[config.mk]
export PLATFORM = sky130hd
export DESIGN_NAME = debounce_edge_detect
export DESIGN_NICKNAME = d
export VERILOG_FILES = /design/src/rtl/debounce_pkg.sv /design/src/rtl/sat_event_counter.sv /design/src/rtl/debounce_edge_detect.sv
export SDC_FILE = /design/constraint.sdc
export NUM_CORES = 1
export LEC_CHECK = 0
export BUFFER_PORTS_ARGS = -buffer_cell sky130_fd_sc_hd__buf_2
export CAP_MARGIN = 20
export CORE_UTILIZATION = 52
export DETAILED_ROUTE_END_ITERATION = 16
export PLACE_DENSITY = 0.77
export SETUP_SLACK_MARGIN = 0.4
export SYNTH_ARGS = -nofsm -noshare
export SYNTH_HDL_FRONTEND = slang
export SYNTH_SLANG_ARGS = --single-unit
[constraint.sdc]
create_clock -name clk -period 1.75 [get_ports clk]
set_input_delay 0.0875 -clock clk [delete_from_list [all_inputs] [get_ports clk]]
set_output_delay 0.0875 -clock clk [all_outputs]
set_load 0.005 [all_outputs]
[src/rtl/debounce_pkg.sv]
// Shared definitions for the debounce / edge-detect slice.
// Latency: n/a (types and constants only).
// Backpressure: n/a.
package debounce_pkg;

    // Debounce FSM encoding; the low bit marks the "checking a candidate change" states.
    typedef enum logic [1:0] {
        LOW_STABLE  = 2'b00,
        CHECK_HIGH  = 2'b01,
        HIGH_STABLE = 2'b10,
        CHECK_LOW   = 2'b11
    } state_t;

    localparam int DEF_STABLE_CYCLES = 4;
    localparam int DEF_EVT_W         = 8;

endpackage

[src/rtl/sat_event_counter.sv]
// Saturating event counter with sticky overflow and synchronous clear.
// Latency: count/overflow update on the edge that samples inc/clr.
// Backpressure: none; every inc is absorbed (saturates rather than wraps).
module sat_event_counter
    import debounce_pkg::*;
#(
    parameter int EVT_W = DEF_EVT_W
) (
    input  logic             clk,
    input  logic             async_reset_n,
    input  logic             inc,
    input  logic             clr,
    output logic [EVT_W-1:0] count,
    output logic             overflow
);

    localparam logic [EVT_W-1:0] CNT_MAX = '1;

    // Clear wins but still counts a coincident event; at the top value the count holds and overflow latches.
    always_ff @(posedge clk or negedge async_reset_n) begin
        if (!async_reset_n) begin
            count    <= '0;
            overflow <= 1'b0;
        end else if (clr) begin
            count    <= inc ? EVT_W'(1) : '0;
            overflow <= 1'b0;
        end else if (inc) begin
            if (count == CNT_MAX) begin
                overflow <= 1'b1;
            end else begin
                count <= count + EVT_W'(1);
            end
        end
    end

endmodule

[src/rtl/debounce_edge_detect.sv]
// Debounces a synchronized level, emits one-cycle rise/fall pulses and counts accepted rises.
// Latency: level_out changes on the STABLE_CYCLES-th edge sampling the new value; pulse follows for one cycle.
// Backpressure: none; input is sampled every cycle, all outputs registered.
module debounce_edge_detect
    import debounce_pkg::*;
#(
    parameter int STABLE_CYCLES = DEF_STABLE_CYCLES,
    parameter int CNT_W         = $clog2(STABLE_CYCLES),
    parameter int EVT_W         = DEF_EVT_W
) (
    input  logic             clk,
    input  logic             async_reset_n,
    input  logic             sync_in,
    input  logic             clear_evt,
    output logic             level_out,
    output logic             rise_pulse,
    output logic             fall_pulse,
    output logic [EVT_W-1:0] evt_count,
    output logic             evt_overflow
);

    // A single-sample threshold would make the FSM degenerate (no check state needed).
    if (STABLE_CYCLES < 2) begin : g_bad_stable_cycles
        $fatal(1, "debounce_edge_detect: STABLE_CYCLES must be at least 2");
    end

    localparam logic [CNT_W-1:0] CNT_LAST = CNT_W'(STABLE_CYCLES - 1);

    state_t           state_q, state_d;
    logic [CNT_W-1:0] cnt_q, cnt_d;
    logic             level_d;
    logic             rise_d;
    logic             fall_d;

    // Next-state: count consecutive samples that disagree with the accepted level; any agreeing sample aborts.
    always_comb begin
        state_d = state_q;
        cnt_d   = cnt_q;
        level_d = level_out;
        rise_d  = 1'b0;
        fall_d  = 1'b0;
        case (state_q)
            LOW_STABLE: begin
                if (sync_in) begin
                    state_d = CHECK_HIGH;
                    cnt_d   = CNT_W'(1);
                end
            end
            CHECK_HIGH: begin
                if (!sync_in) begin
                    state_d = LOW_STABLE;
                    cnt_d   = '0;
                end else if (cnt_q == CNT_LAST) begin
                    state_d = HIGH_STABLE;
                    cnt_d   = '0;
                    level_d = 1'b1;
                    rise_d  = 1'b1;
                end else begin
                    cnt_d = cnt_q + CNT_W'(1);
                end
            end
            HIGH_STABLE: begin
                if (!sync_in) begin
                    state_d = CHECK_LOW;
                    cnt_d   = CNT_W'(1);
                end
            end
            CHECK_LOW: begin
                if (sync_in) begin
                    state_d = HIGH_STABLE;
                    cnt_d   = '0;
                end else if (cnt_q == CNT_LAST) begin
                    state_d = LOW_STABLE;
                    cnt_d   = '0;
                    level_d = 1'b0;
                    fall_d  = 1'b1;
                end else begin
                    cnt_d = cnt_q + CNT_W'(1);
                end
            end
        endcase
    end

    // State, stability count and all level/pulse outputs are registered together.
    always_ff @(posedge clk or negedge async_reset_n) begin
        if (!async_reset_n) begin
            state_q    <= LOW_STABLE;
            cnt_q      <= '0;
            level_out  <= 1'b0;
            rise_pulse <= 1'b0;
            fall_pulse <= 1'b0;
        end else begin
            state_q    <= state_d;
            cnt_q      <= cnt_d;
            level_out  <= level_d;
            rise_pulse <= rise_d;
            fall_pulse <= fall_d;
        end
    end

    // Rise acceptance feeds the counter on the same edge that raises level_out.
    sat_event_counter #(
        .EVT_W (EVT_W)
    ) u_evt_cnt (
        .clk           (clk),
        .async_reset_n (async_reset_n),
        .inc           (rise_d),
        .clr           (clear_evt),
        .count         (evt_count),
        .overflow      (evt_overflow)
    );

endmodule

==> key figures, run 1 <==
Drt
  • Wirelength per Cell: ~15 um
  • Vias/cell: between 6 and 7
  • Routed wl met2: around 770 um
  • First-pass DRT Iterations: 4
  • Vias: a little over 700
  • Met1 WL: between 700 and 800 um
  • Top routing layer used: met4
  • ANT nets after route: 0
  • DRT Wirelength: between 1500 and 2000 um
  • # DRC: 0
  • Initial DRC Count: 21
  • DR WL met3: between 100 and 150 um

Worst setup path
  • Worst EP required: just under 2 ns
  • Peak per-stage delay on the critical path: about 0.37 ns
  • Critical Path Start Type: register
  • Worst R2R Start: u_evt_cnt.count[0]$_DFFE_PN0P_
  • Buf/Inv on CP: 0
  • Worst EP arrival: between 1.5 and 2 ns
  • WS Path Type: register to register
  • Cell Chain, Critical Path: ha_2, nand3_4, nor2_2, and3b_1, nor3_2
  • Worst path slowest cell: dfrtp_1
  • Worst Setup End Kind: register
  • Critical path depth: 5
  • Crit path launch: u_evt_cnt.count[0]$_DFFE_PN0P_
  • Reg2reg path depth: 5
  • Max FO, Critical Path: 6
  • Largest delay contributor family on the critical path: simple AND/OR/NAND/NOR gates

Power and ir drop
  • Power, Total: about 0.95 mW
  • Power per cell area: between 900 and 1000 mW/mm^2
  • Psw: ~0.29 mW
  • Sw Ratio: between 20% and 30%
  • Int Pwr: between 0.6 and 0.7 mW
  • Worst VDD drop: between 0.8 and 0.9 mV
  • Seq pwr share: between 40% and 50%
  • Logic gate share of total power: approximately a quarter
  • Leak: between 0.5 and 0.6 nW
  • Clk pwr share: 25.8%

Synth
  • Yosys reg bits: 16
  • Async set-reset flop share out of synthesis: 100%
  • Syn Nets: 84
  • Post-synth top flop: dfrtp_1
  • Avg Cell Area, Syn: 10.7 um^2
  • Area share of the largest cell type after synthesis: roughly half
  • Post-synth EDFFs: 0
  • Synthesized area: 821 um^2
  • Area leader, netlist: dfrtp_1
  • Seq/Total Area, Yosys: approximately half
  • Largest cells by area after synthesis: dfrtp_1 49%, ha_1 4.6%, nor2_1 4.6%
  • Post-Syn Instances: slightly below 80
  • Synth unique cells: 32
  • YS warnings: 0

Timing
  • Count of final setup violators: 0
  • Fin. Hold Viols: 0
  • Final min period: 1.34 ns
  • Slew margin rel.: between 70% and 80%
  • Least-Margin Pin Slew: ~0.35 ns
  • Unrepaired setup endpoints after global routing: true
  • Final setup margin: 0.408 ns
  • Final setup TNS: 0 ns
  • Final Cycle Share: about three quarters
  • Fmax: roughly 750 MHz
  • Slew Limit Fails: 0
  • Worst hold slack: around 0.087 ns
  • Fin Clk Skew: about 0.008 ns

Global routing
  • Gr ovfl total: 0
  • First-pass GRT wire length: roughly 2800 um
  • Vias in the first global route: approximately 640
  • Largest net degree at the start of global routing: 17
  • Total track usage: 20.9%
  • Initial antenna violation count: 0

CTS
  • Clock slew at reported path FFs: ~0.10 ns
  • Root buffer cell: clkbuf_4
  • CTS Buf Count: 3
  • Clock sinks: 16
  • Clk_lat worst skew: 0.29 ns
  • Clk buf depth: 2
  • TritonCTS clock tree: built
  • H-tree Lvls: 1

Die
  • # IOs: 16
  • Height of the die: ~42 um
  • Die Area: 0.00174 mm^2
  • FP Rows: 13
  • Core area: around 0.0014 mm^2
  • Die width: 41.7 um
  • Initial core utilization: about three fifths

Final layout
  • Final core utilization: 74.0%
  • # nets final: between 100 and 150
  • N_diodes: 0
  • Commonest non-fill, non-tap cells in the layout: 15 x dfrtp_1, 15 x buf_2, 9 x nor2_1, 7 x nand2_1
  • Fin area: between 0.001 and 0.0015 mm^2
  • Synth-to-Final Area Change: 24.7%
  • Layout cells sized above 1: between 30% and 40%
  • Final Instance Count excl. Fillers: approximately 120
  • Fillers: between 80 and 90

Placed design
  • PortBufs: 15
  • Placed Cells incl. Taps: approximately 110
  • DPL Wire Length: ~1100 um
  • Pre-CTS setup slack: ~0.30 ns
  • Post-DP Area: 893 um^2
  • GPL Wtd Cong: just over 0.8

Hold path
  • Worst hold path depth: 2
  • Type of the most critical hold path: primary input to register
  • Hold_sp: clear_evt

Job
  • Max-cap violations: 0

Outcome
  • Status: finished, final reports clean
## kinds of logic after synthesis
family / after synthesis / synth area share (%)
and+or+nand+nor: 33 / 24.2
buffers and inverters: 3 / 3.35
muxes: 3 / 3.81
adders and majority gates: 3 / 4.57
DFF: 16 / 48.8
xor gates and xnor gates: 2 / 2.13
AOI/OAI and AO/OA: 17 / 13.1
## worst paths after layout
kind                                                   to  slack [ns]
min                        u_evt_cnt.count[1]$_DFFE_PN0P_        0.09
min in group asynchronous  u_evt_cnt.count[1]$_DFFE_PN0P_        0.22
max reg2reg                u_evt_cnt.count[3]$_DFFE_PN0P_        0.41
max in group asynchronous      asynchronous set/reset pin        1.25
max                        u_evt_cnt.count[3]$_DFFE_PN0P_        0.41
min reg2reg                u_evt_cnt.overflow$_DFFE_PN0P_        0.54
## cell type report
class                      count  area, um^2  area share, %
sequential                    16         402           39.2
clock buffer                   4        36.3           3.55
timing repair buffer          21         123           12.0
tap                           15        18.8           1.83
timing repair inverter         1        5.00          0.489
multi-input combinational     58         430           42.1
inverter                       1        8.76          0.856
## cells in the mapped netlist (all sizes together), types with 2 or more instances
master,instances
nand3,4
nand2,7
a21oi,5
mux2i,2
a31oi,4
ha,3
nor2,10
dfrtp,16
nor3,4
o21ai,3
## registers in the layout, indices dropped and copies added, names as in the netlist, named ones only
signal and flops:
state_q 1, level_out 1, u_evt_cnt.count 8, cnt_q 2
fall_pulse 1, u_evt_cnt.overflow 1, rise_pulse 1
## layer usage
metal,up-vias,track usage (%)
li1,329,-
met1,331,27.0
met2,40,33.8
met3,4,3.91
met4,0,9.68
met5,-,0
## worst reg2reg max path: cells and delay by family (launching register included)
kind	cells	cell delay (ns)
flops	1	0.37
fa+ha+maj	1	0.23
simple gates	4	0.67
## power groups by stage
stage | clock network [mW] | registers, mW | logic (mW)
after CTS | 0.245 | 0.468 | 0.233
after floorplan | 0 | 0.454 | 0.150
after detailed placement | 0 | 0.478 | 0.158
after global routing | 0.261 | 0.479 | 0.262
after global placement | 0 | 0.475 | 0.156
final | 0.246 | 0.470 | 0.238
## timing repair
item,4_1_cts,5_1_grt
pin swaps,0,3
endpoints found under the hold margin,16,0
buffers inserted,4,1
hold buffers,1,0
endpoints found under the setup margin,6,5
cloned,0,1
gates resized for setup,6,3
No activity file was read; power rests on OpenSTA's default activity.
==> inputs of run 2 (changes only) <==
--- a/config.mk
+++ b/config.mk
@@ -7,9 +7,9 @@
 export LEC_CHECK = 0
 export BUFFER_PORTS_ARGS = -buffer_cell sky130_fd_sc_hd__buf_2
 export CAP_MARGIN = 20
-export CORE_UTILIZATION = 52
+export CORE_UTILIZATION = 47
 export DETAILED_ROUTE_END_ITERATION = 16
-export PLACE_DENSITY = 0.77
+export PLACE_DENSITY = 0.73
 export SETUP_SLACK_MARGIN = 0.4
 export SYNTH_ARGS = -nofsm -noshare
 export SYNTH_HDL_FRONTEND = slang
==> constraint.sdc (replaced) <==
create_clock -name clk -period 1.1 [get_ports clk]
set_input_delay 0.055 -clock clk [delete_from_list [all_inputs] [get_ports clk]]
set_output_delay 0.055 -clock clk [all_outputs]
set_load 0.005 [all_outputs]
==> run 2 against run 1 <==
  * The run now ends with setup timing left
  * Cell count is 17% higher
  * Sequential share of layout area is 7.5 points lower
  * Die area is 10% higher
  * Critical path type unchanged
  * Clock power grew 61%
  * Critical path depth grew 1
  * Clock skew is 0.0070 ns lower
  * Via count up 9.8%
  * Hold slack worse by 0.022 ns
  * Sequential power increased by 56%
  * Register-to-register slack lost 0.63 ns
  * Count of clock-buffer cells in the layout is the same
==> key figures, run 2 (synthesized netlist as in run 1, its figures left out) <==
Hold path
  • Type of the most critical hold path: primary input to register

Outcome
  • Status: complete, but fails checks
  • Failing checks: setup timing

Worst setup path
  • Worst EP arrival: 1.52 ns (-0.03 ns)
  • Max FO, Critical Path: 9 (+3)
  • FF-to-FF End: u_evt_cnt.count[2]$_DFFE_PN0P_
  • Worst R2R Start: cnt_q[1]$_DFFE_PN0P_
  • Critical Path Start Type: register
  • Worst Setup End Kind: register
  • Crit path launch: cnt_q[1]$_DFFE_PN0P_
  • WS Path Type: register to register
  • Reg2reg path depth: 6 (+1)
  • Setup crit end: u_evt_cnt.count[2]$_DFFE_PN0P_
  • R2r setup slk: -0.23 ns (-0.63 ns)
  • Worst EP required: 1.29 ns (-0.67 ns)

Drt
  • DRT Wirelength: 1990 um (+18%)
  • Initial DRC Count: 26 (+24%)
  • First-pass DRT Iterations: 4 (unchanged)
  • Wirelength per Cell: 14.6 um (+0.27%)
  • # DRC: 0 (unchanged)
  • Vias/cell: 5.68 (-6.3%)
  • Vias: 773 (+9.8%)
  • ANT nets after route: 0 (unchanged)

Timing
  • Final setup margin: -0.226 ns (-0.634 ns)
  • Final Cycle Share: 121% (+44 points)
  • Fin. Hold Viols: 0 (unchanged)
  • Fin Clk Skew: 0.00108 ns (-0.00705 ns)
  • Unrepaired setup endpoints after global routing: true
  • Slew Limit Fails: 0 (unchanged)
  • Final min period: 1.33 ns (-0.0160 ns)
  • Worst hold slack: 0.0651 ns (-0.0216 ns)
  • Least-Margin Pin Slew: 0.353 ns (-0.000631 ns)
  • Slew margin rel.: 76.4% (about the same)
  • Final setup TNS: -2.00 ns (-2.00 ns)
  • Fmax: 754 MHz (+1.2%)
  • Count of final setup violators: 15 (+15)

Global routing
  • Vias in the first global route: 736 (+15%)
  • Initial antenna violation count: 0 (unchanged)
  • Gr ovfl total: 0 (unchanged)
  • First-pass GRT wire length: 3260 um (+16%)
  • Largest net degree at the start of global routing: 17 (unchanged)
  • Total track usage: 23.4% (+2.5 points)

Final layout
  • Largest register by flop count: u_evt_cnt.count
  • Synth-to-Final Area Change: 55.0%
  • Most common cell after layout, fill and taps aside: buf_4
  • Largest registers: u_evt_cnt.count x8, cnt_q x2
  • # nets final: 128 (+17%)
  • Fillers: 93 (+6.9%)
  • Commonest non-fill, non-tap cells in the layout: 18 x buf_4, 13 x dfrtp_1, 12 x buf_6, 10 x buf_2, 9 x nor2_1
  • Multi-input logic area: 473 um^2 (+9.9%)
  • N_diodes: 0 (unchanged)
  • Final core utilization: 80.7% (+6.7 points)
  • Register area: 404 um^2 (+0.62%)
  • Fin area: 0.00127 mm^2 (+24%)
  • Max FFs per register: 8 (unchanged)
  • Layout cells sized above 1: 53.3% (+16 points)

Power and ir drop
  • Worst VDD drop: 1.10 mV (+36%)
  • Power per cell area: 1370 mW/mm^2 (+47%)
  • Leak: 0.614 nW (+17%)

Placed design
  • Post-DP Area: 0.00107 mm^2 (+20%)
  • PortBufs: 15 (unchanged)
  • GPL Wtd Cong: 0.794 (-3.1%)
  • DPL Wire Length: 1290 um (+22%)

CTS
  • Clk_lat worst skew: 0.29 ns (about the same)
  • Clock sinks: 16 (unchanged)
  • Clk buf depth: 2 (unchanged)
  • Root buffer cell: clkbuf_4
  • H-tree Lvls: 1 (unchanged)
  • TritonCTS clock tree: built
  • Clock slew at reported path FFs: 0.10 ns (about the same)
  • CTS Buf Count: 3 (unchanged)

Die
  • Die width: 43.8 um (+4.9%)
  • Core area: 0.00158 mm^2 (+14%)
  • # IOs: 16 (unchanged)
  • Height of the die: 43.8 um (+4.9%)
  • FP Rows: 14 (+1)
  • Die Area: 0.00192 mm^2 (+10%)
  • Initial core utilization: 52.1% (-7.3 points)

Job
  • Max-cap violations: 0 (unchanged)
[run 2: cell types whose count changed in the layout (fill, tap and decap cells not counted), sizes merged]
| cell | before | now |
|---|---|---|
| buf | 20 | 40 |
| clkinv | 2 | 1 |
[run 2: critical path, stage by stage, from the launching register on]
cell and delay [ns]:
dfrtp_1 0.43, ha_4 0.19, nand4b_4 0.14, clkinv_4 0.11, nand3_1 0.10, a31oi_1 0.05
nor3_1 0.21
[run 2: power breakdown]
part	switching, mW	leakage [nW]	total [mW]	internal [mW]
clock	0.194	0.0210	0.395	0.202
sequential	0.0730	0.208	0.731	0.658
combinational	0.269	0.385	0.619	0.350
[run 2: layout make-up]
type | count | share of cell area, %
inverters | 1 | 0.688
clock buffers | 4 | 2.85
multi-input cells | 58 | 37.2
well taps | 16 | 1.57
flip-flops and latches | 16 | 31.8
repair buffers | 41 | 26.0
[run 2: worst min-delay path by stage]
stage	from	to	slack (ns)	depth (start not counted)
CTS	clear_evt	u_evt_cnt.count[1]$_DFFE_PN0P_	0.05	2
detailed placement	async_reset_n	level_out$_DFFE_PN0P_	-0.02	1
global placement	async_reset_n	level_out$_DFFE_PN0P_	-0.01	1
floorplan	async_reset_n	asynchronous set/reset pin	-0.24	0
global route	clear_evt	u_evt_cnt.count[3]$_DFFE_PN0P_	0.07	2
finish	clear_evt	u_evt_cnt.count[3]$_DFFE_PN0P_	0.07	2
[run 2: per-stage QoR]
stage	instances	setup WS [ns]	power [mW]
4_1_cts	135	-0.211	1.75
5_1_grt	136	-0.294	1.84
2_1_floorplan	77	-0.131	1.01
6_report	136	-0.226	1.75
3_5_place_dp	123	-0.223	1.23
3_3_place_gp	123	-0.158	1.19
[run 2: what timing repair did]
item	CTS	global route
buffers inserted	7	1
setup endpoints to repair	28	28
endpoints found under the hold margin	16	0
hold buffers	1	0
cloned	0	0
gates resized for setup	19	4
pin swaps	2	6
[run 2: layer usage]
layer,wire [um],vias up,part of all wire (%),global-route usage [%]
li1,-,369,-,-
met1,921,377,46,28.8
met2,980,23,49,38.5
met3,71,4,3.6,5.83
met4,15,0,0.75,10.6
met5,0,-,0,0
==> inputs of run 3 (changes only) <==
--- a/config.mk
+++ b/config.mk
@@ -9,7 +9,7 @@
 export CAP_MARGIN = 20
 export CORE_UTILIZATION = 47
 export DETAILED_ROUTE_END_ITERATION = 16
-export PLACE_DENSITY = 0.73
+export PLACE_DENSITY_LB_ADDON = 0.1
 export SETUP_SLACK_MARGIN = 0.4
 export SYNTH_ARGS = -nofsm -noshare
 export SYNTH_HDL_FRONTEND = slang
==> run 3 against run 2 <==
  * The run still ends with setup timing left
  * Die area is the same
  * Setup slack lost 0.037 ns
  * Final area grew 4.1%
  * Combinational power grew 1%
  * Non-clock buffer count grew 4
  * Flip-flop and latch count is the same
  * Global-route usage grew 2.2 points
  * Power grew 1.1%
  * Utilization grew 3.3 points
  * Largest power group unchanged
==> key figures, run 3 (synthesized netlist as in run 1, its figures left out) <==
Power and ir drop
  • Worst VDD drop: 1.21 mV (+10%)
  • Power, Total: 1.77 mW (+1.1%)
  • Power per cell area: 1330 mW/mm^2 (-2.9%)
  • Leak: 0.633 nW (+3.2%)

Die
  • Initial core utilization: 52.1% (unchanged)
  • FP Rows: 14 (unchanged)
  • Height of the die: 43.8 um (unchanged)
  • Die Area: 0.00192 mm^2 (unchanged)
  • Die width: 43.8 um (unchanged)
  • # IOs: 16 (unchanged)
  • Core area: 0.00158 mm^2 (unchanged)

Outcome
  • Failing checks: setup timing
  • Status: complete, but fails checks

Worst setup path
  • Worst Setup End Kind: register
  • R2r setup slk: -0.26 ns (-0.04 ns)
  • WS Path Type: register to register
  • Critical Path Start Type: register
  • Reg2reg path depth: 5 (-1)
  • Peak per-stage delay on the critical path: 0.41 ns (-0.02 ns)
  • Worst R2R Start: cnt_q[0]$_DFFE_PN0P_
  • Worst EP arrival: 1.55 ns (+0.03 ns)
  • Cell Chain, Critical Path: ha_4, nand4b_4, nor2_1, and3b_1, nor3_2
  • FF-to-FF End: u_evt_cnt.count[3]$_DFFE_PN0P_
  • Worst path slowest cell: dfrtp_1
  • Max FO, Critical Path: 6 (-3)
  • Worst EP required: 1.29 ns (about the same)

Timing
  • Fin Clk Skew: 0.00260 ns (+0.00153 ns)
  • Count of final setup violators: 15 (unchanged)
  • Worst hold slack: 0.0576 ns (-0.00745 ns)
  • Fmax: 734 MHz (-2.7%)
  • Final min period: 1.36 ns (+0.0366 ns)
  • Unrepaired setup endpoints after global routing: true
  • Fin. Hold Viols: 0 (unchanged)
  • Least-Margin Pin Slew: 0.367 ns (+0.0139 ns)
  • Final Cycle Share: 124% (+3.3 points)
  • Final setup margin: -0.263 ns (-0.0366 ns)
  • Slew margin rel.: 75.5% (-0.93 points)
  • Slew Limit Fails: 0 (unchanged)

CTS
  • Clk_lat worst skew: 0.30 ns (about the same)
  • Clock sinks: 16 (unchanged)
  • CTS Buf Count: 3 (unchanged)
  • H-tree Lvls: 1 (unchanged)
  • Clk buf depth: 2 (unchanged)
  • Clock slew at reported path FFs: 0.10 ns (about the same)
  • Root buffer cell: clkbuf_4
  • TritonCTS clock tree: built

Hold path
  • Type of the most critical hold path: primary input to register
  • Worst hold path depth: 2 (unchanged)
  • Hold worst-path end: u_evt_cnt.count[5]$_DFFE_PN0P_
  • Hold_sp: clear_evt

Final layout
  • Fin area: 0.00133 mm^2 (+4.1%)
  • Final Instance Count excl. Fillers: 141 (+3.7%)
  • N_diodes: 0 (unchanged)
  • # nets final: 133 (+3.9%)
  • Synth-to-Final Area Change: 61.4%
  • Most common cell after layout, fill and taps aside: buf_4
  • Largest registers: u_evt_cnt.count x8, cnt_q x2
  • Final core utilization: 84.0% (+3.3 points)
  • Layout cells sized above 1: 56.0% (+2.7 points)
  • Commonest non-fill, non-tap cells in the layout: 21 x buf_4, 15 x buf_6, 12 x dfrtp_1, 9 x nor2_1, 8 x buf_2
  • Max FFs per register: 8 (unchanged)
  • Largest register by flop count: u_evt_cnt.count

Global routing
  • Total track usage: 25.7% (+2.2 points)
  • First-pass GRT wire length: 3430 um (+5.1%)
  • Gr ovfl total: 0 (unchanged)
  • Largest net degree at the start of global routing: 17 (unchanged)
  • Vias in the first global route: 759 (+3.1%)
  • Initial antenna violation count: 0 (unchanged)

Drt
  • First-pass DRT Iterations: 4 (unchanged)
  • ANT nets after route: 0 (unchanged)
  • Wirelength per Cell: 16.5 um (+13%)
  • DRT Wirelength: 2320 um (+17%)
  • Initial DRC Count: 15 (-42%)
  • # DRC: 0 (unchanged)
  • Vias: 810 (+4.8%)
  • Vias/cell: 5.74 (+1.1%)

Placed design
  • GPL Wtd Cong: 0.740 (-6.8%)
  • PortBufs: 15 (unchanged)
  • DPL Wire Length: 1290 um (about the same)
  • Post-DP Area: 0.00107 mm^2 (unchanged)
  • Placed Cells incl. Taps: 123 (unchanged)

Job
  • Max-cap violations: 0 (unchanged)
==> run 3: cell types whose count changed in the layout (fill, tap and decap cells not counted), sizes merged <==
cell / previous run / this run
buf: 40 / 44
clkinvlp: 0 / 1
clkinv: 1 / 0
inv: 0 / 1
==> run 3: routing by layer <==
metal  vias to the layer above  wire, um  track usage, %
li1                        383         -               -
met1                       392      1010            29.5
met2                        28      1180            44.8
met3                         7        80            3.75
met4                         0        60            15.0
met5                         -         0               0
==> run 3: stage by stage <==
step	worst slack, ns	setup TNS (ns)
global route	-0.344	-3.27
global placement	-0.190	-1.04
CTS	-0.217	-1.93
floorplan	-0.131	-0.610
detailed placement	-0.215	-1.39
finish	-0.263	-2.39
==> run 3: timing repair <==
action,in CTS,in global routing
resized for setup,20,5
hold buffers,1,0
pin swaps,9,6
buffers inserted,9,3
gates cloned,1,0
hold endpoints to repair,16,0
setup endpoints to repair,28,28
==> run 3: cell type report <==
type	count	area, um^2
Clock buffer	4	36.3
Fill cell	84	251
Inverter	1	6.26
Multi-Input combinational cell	58	473
Sequential cell	16	405
Tap cell	16	20.0
Timing Repair Buffer	45	377
Timing Repair inverter	1	7.51
==> run 3: worst max path at each step <==
stage / endpoint / slack (ns) / startpoint
4_1_cts: u_evt_cnt.count[5]$_DFFE_PN0P_ / -0.22 / cnt_q[1]$_DFFE_PN0P_
3_3_place_gp: u_evt_cnt.count[5]$_DFFE_PN0P_ / -0.19 / cnt_q[0]$_DFFE_PN0P_
5_1_grt: u_evt_cnt.count[7]$_DFFE_PN0P_ / -0.34 / cnt_q[1]$_DFFE_PN0P_
3_5_place_dp: u_evt_cnt.count[5]$_DFFE_PN0P_ / -0.21 / cnt_q[0]$_DFFE_PN0P_
6_report: u_evt_cnt.count[3]$_DFFE_PN0P_ / -0.26 / cnt_q[0]$_DFFE_PN0P_
2_1_floorplan: u_evt_cnt.count[5]$_DFFE_PN0P_ / -0.13 / cnt_q[0]$_DFFE_PN0P_
==> run 3: where the power goes <==
group | total (mW) | internal, mW | switching, mW
combinational | 0.628 | 0.356 | 0.273
sequential | 0.729 | 0.658 | 0.0708
clock | 0.407 | 0.202 | 0.205
==> run 3: worst max-delay path, delay by kind of cell, from the launching register on <==
kind | cells | cell delay (ns)
adder cells (fa/ha/maj) | 1 | 0.17
AND/OR/NAND/NOR | 4 | 0.68
flip-flops | 1 | 0.41
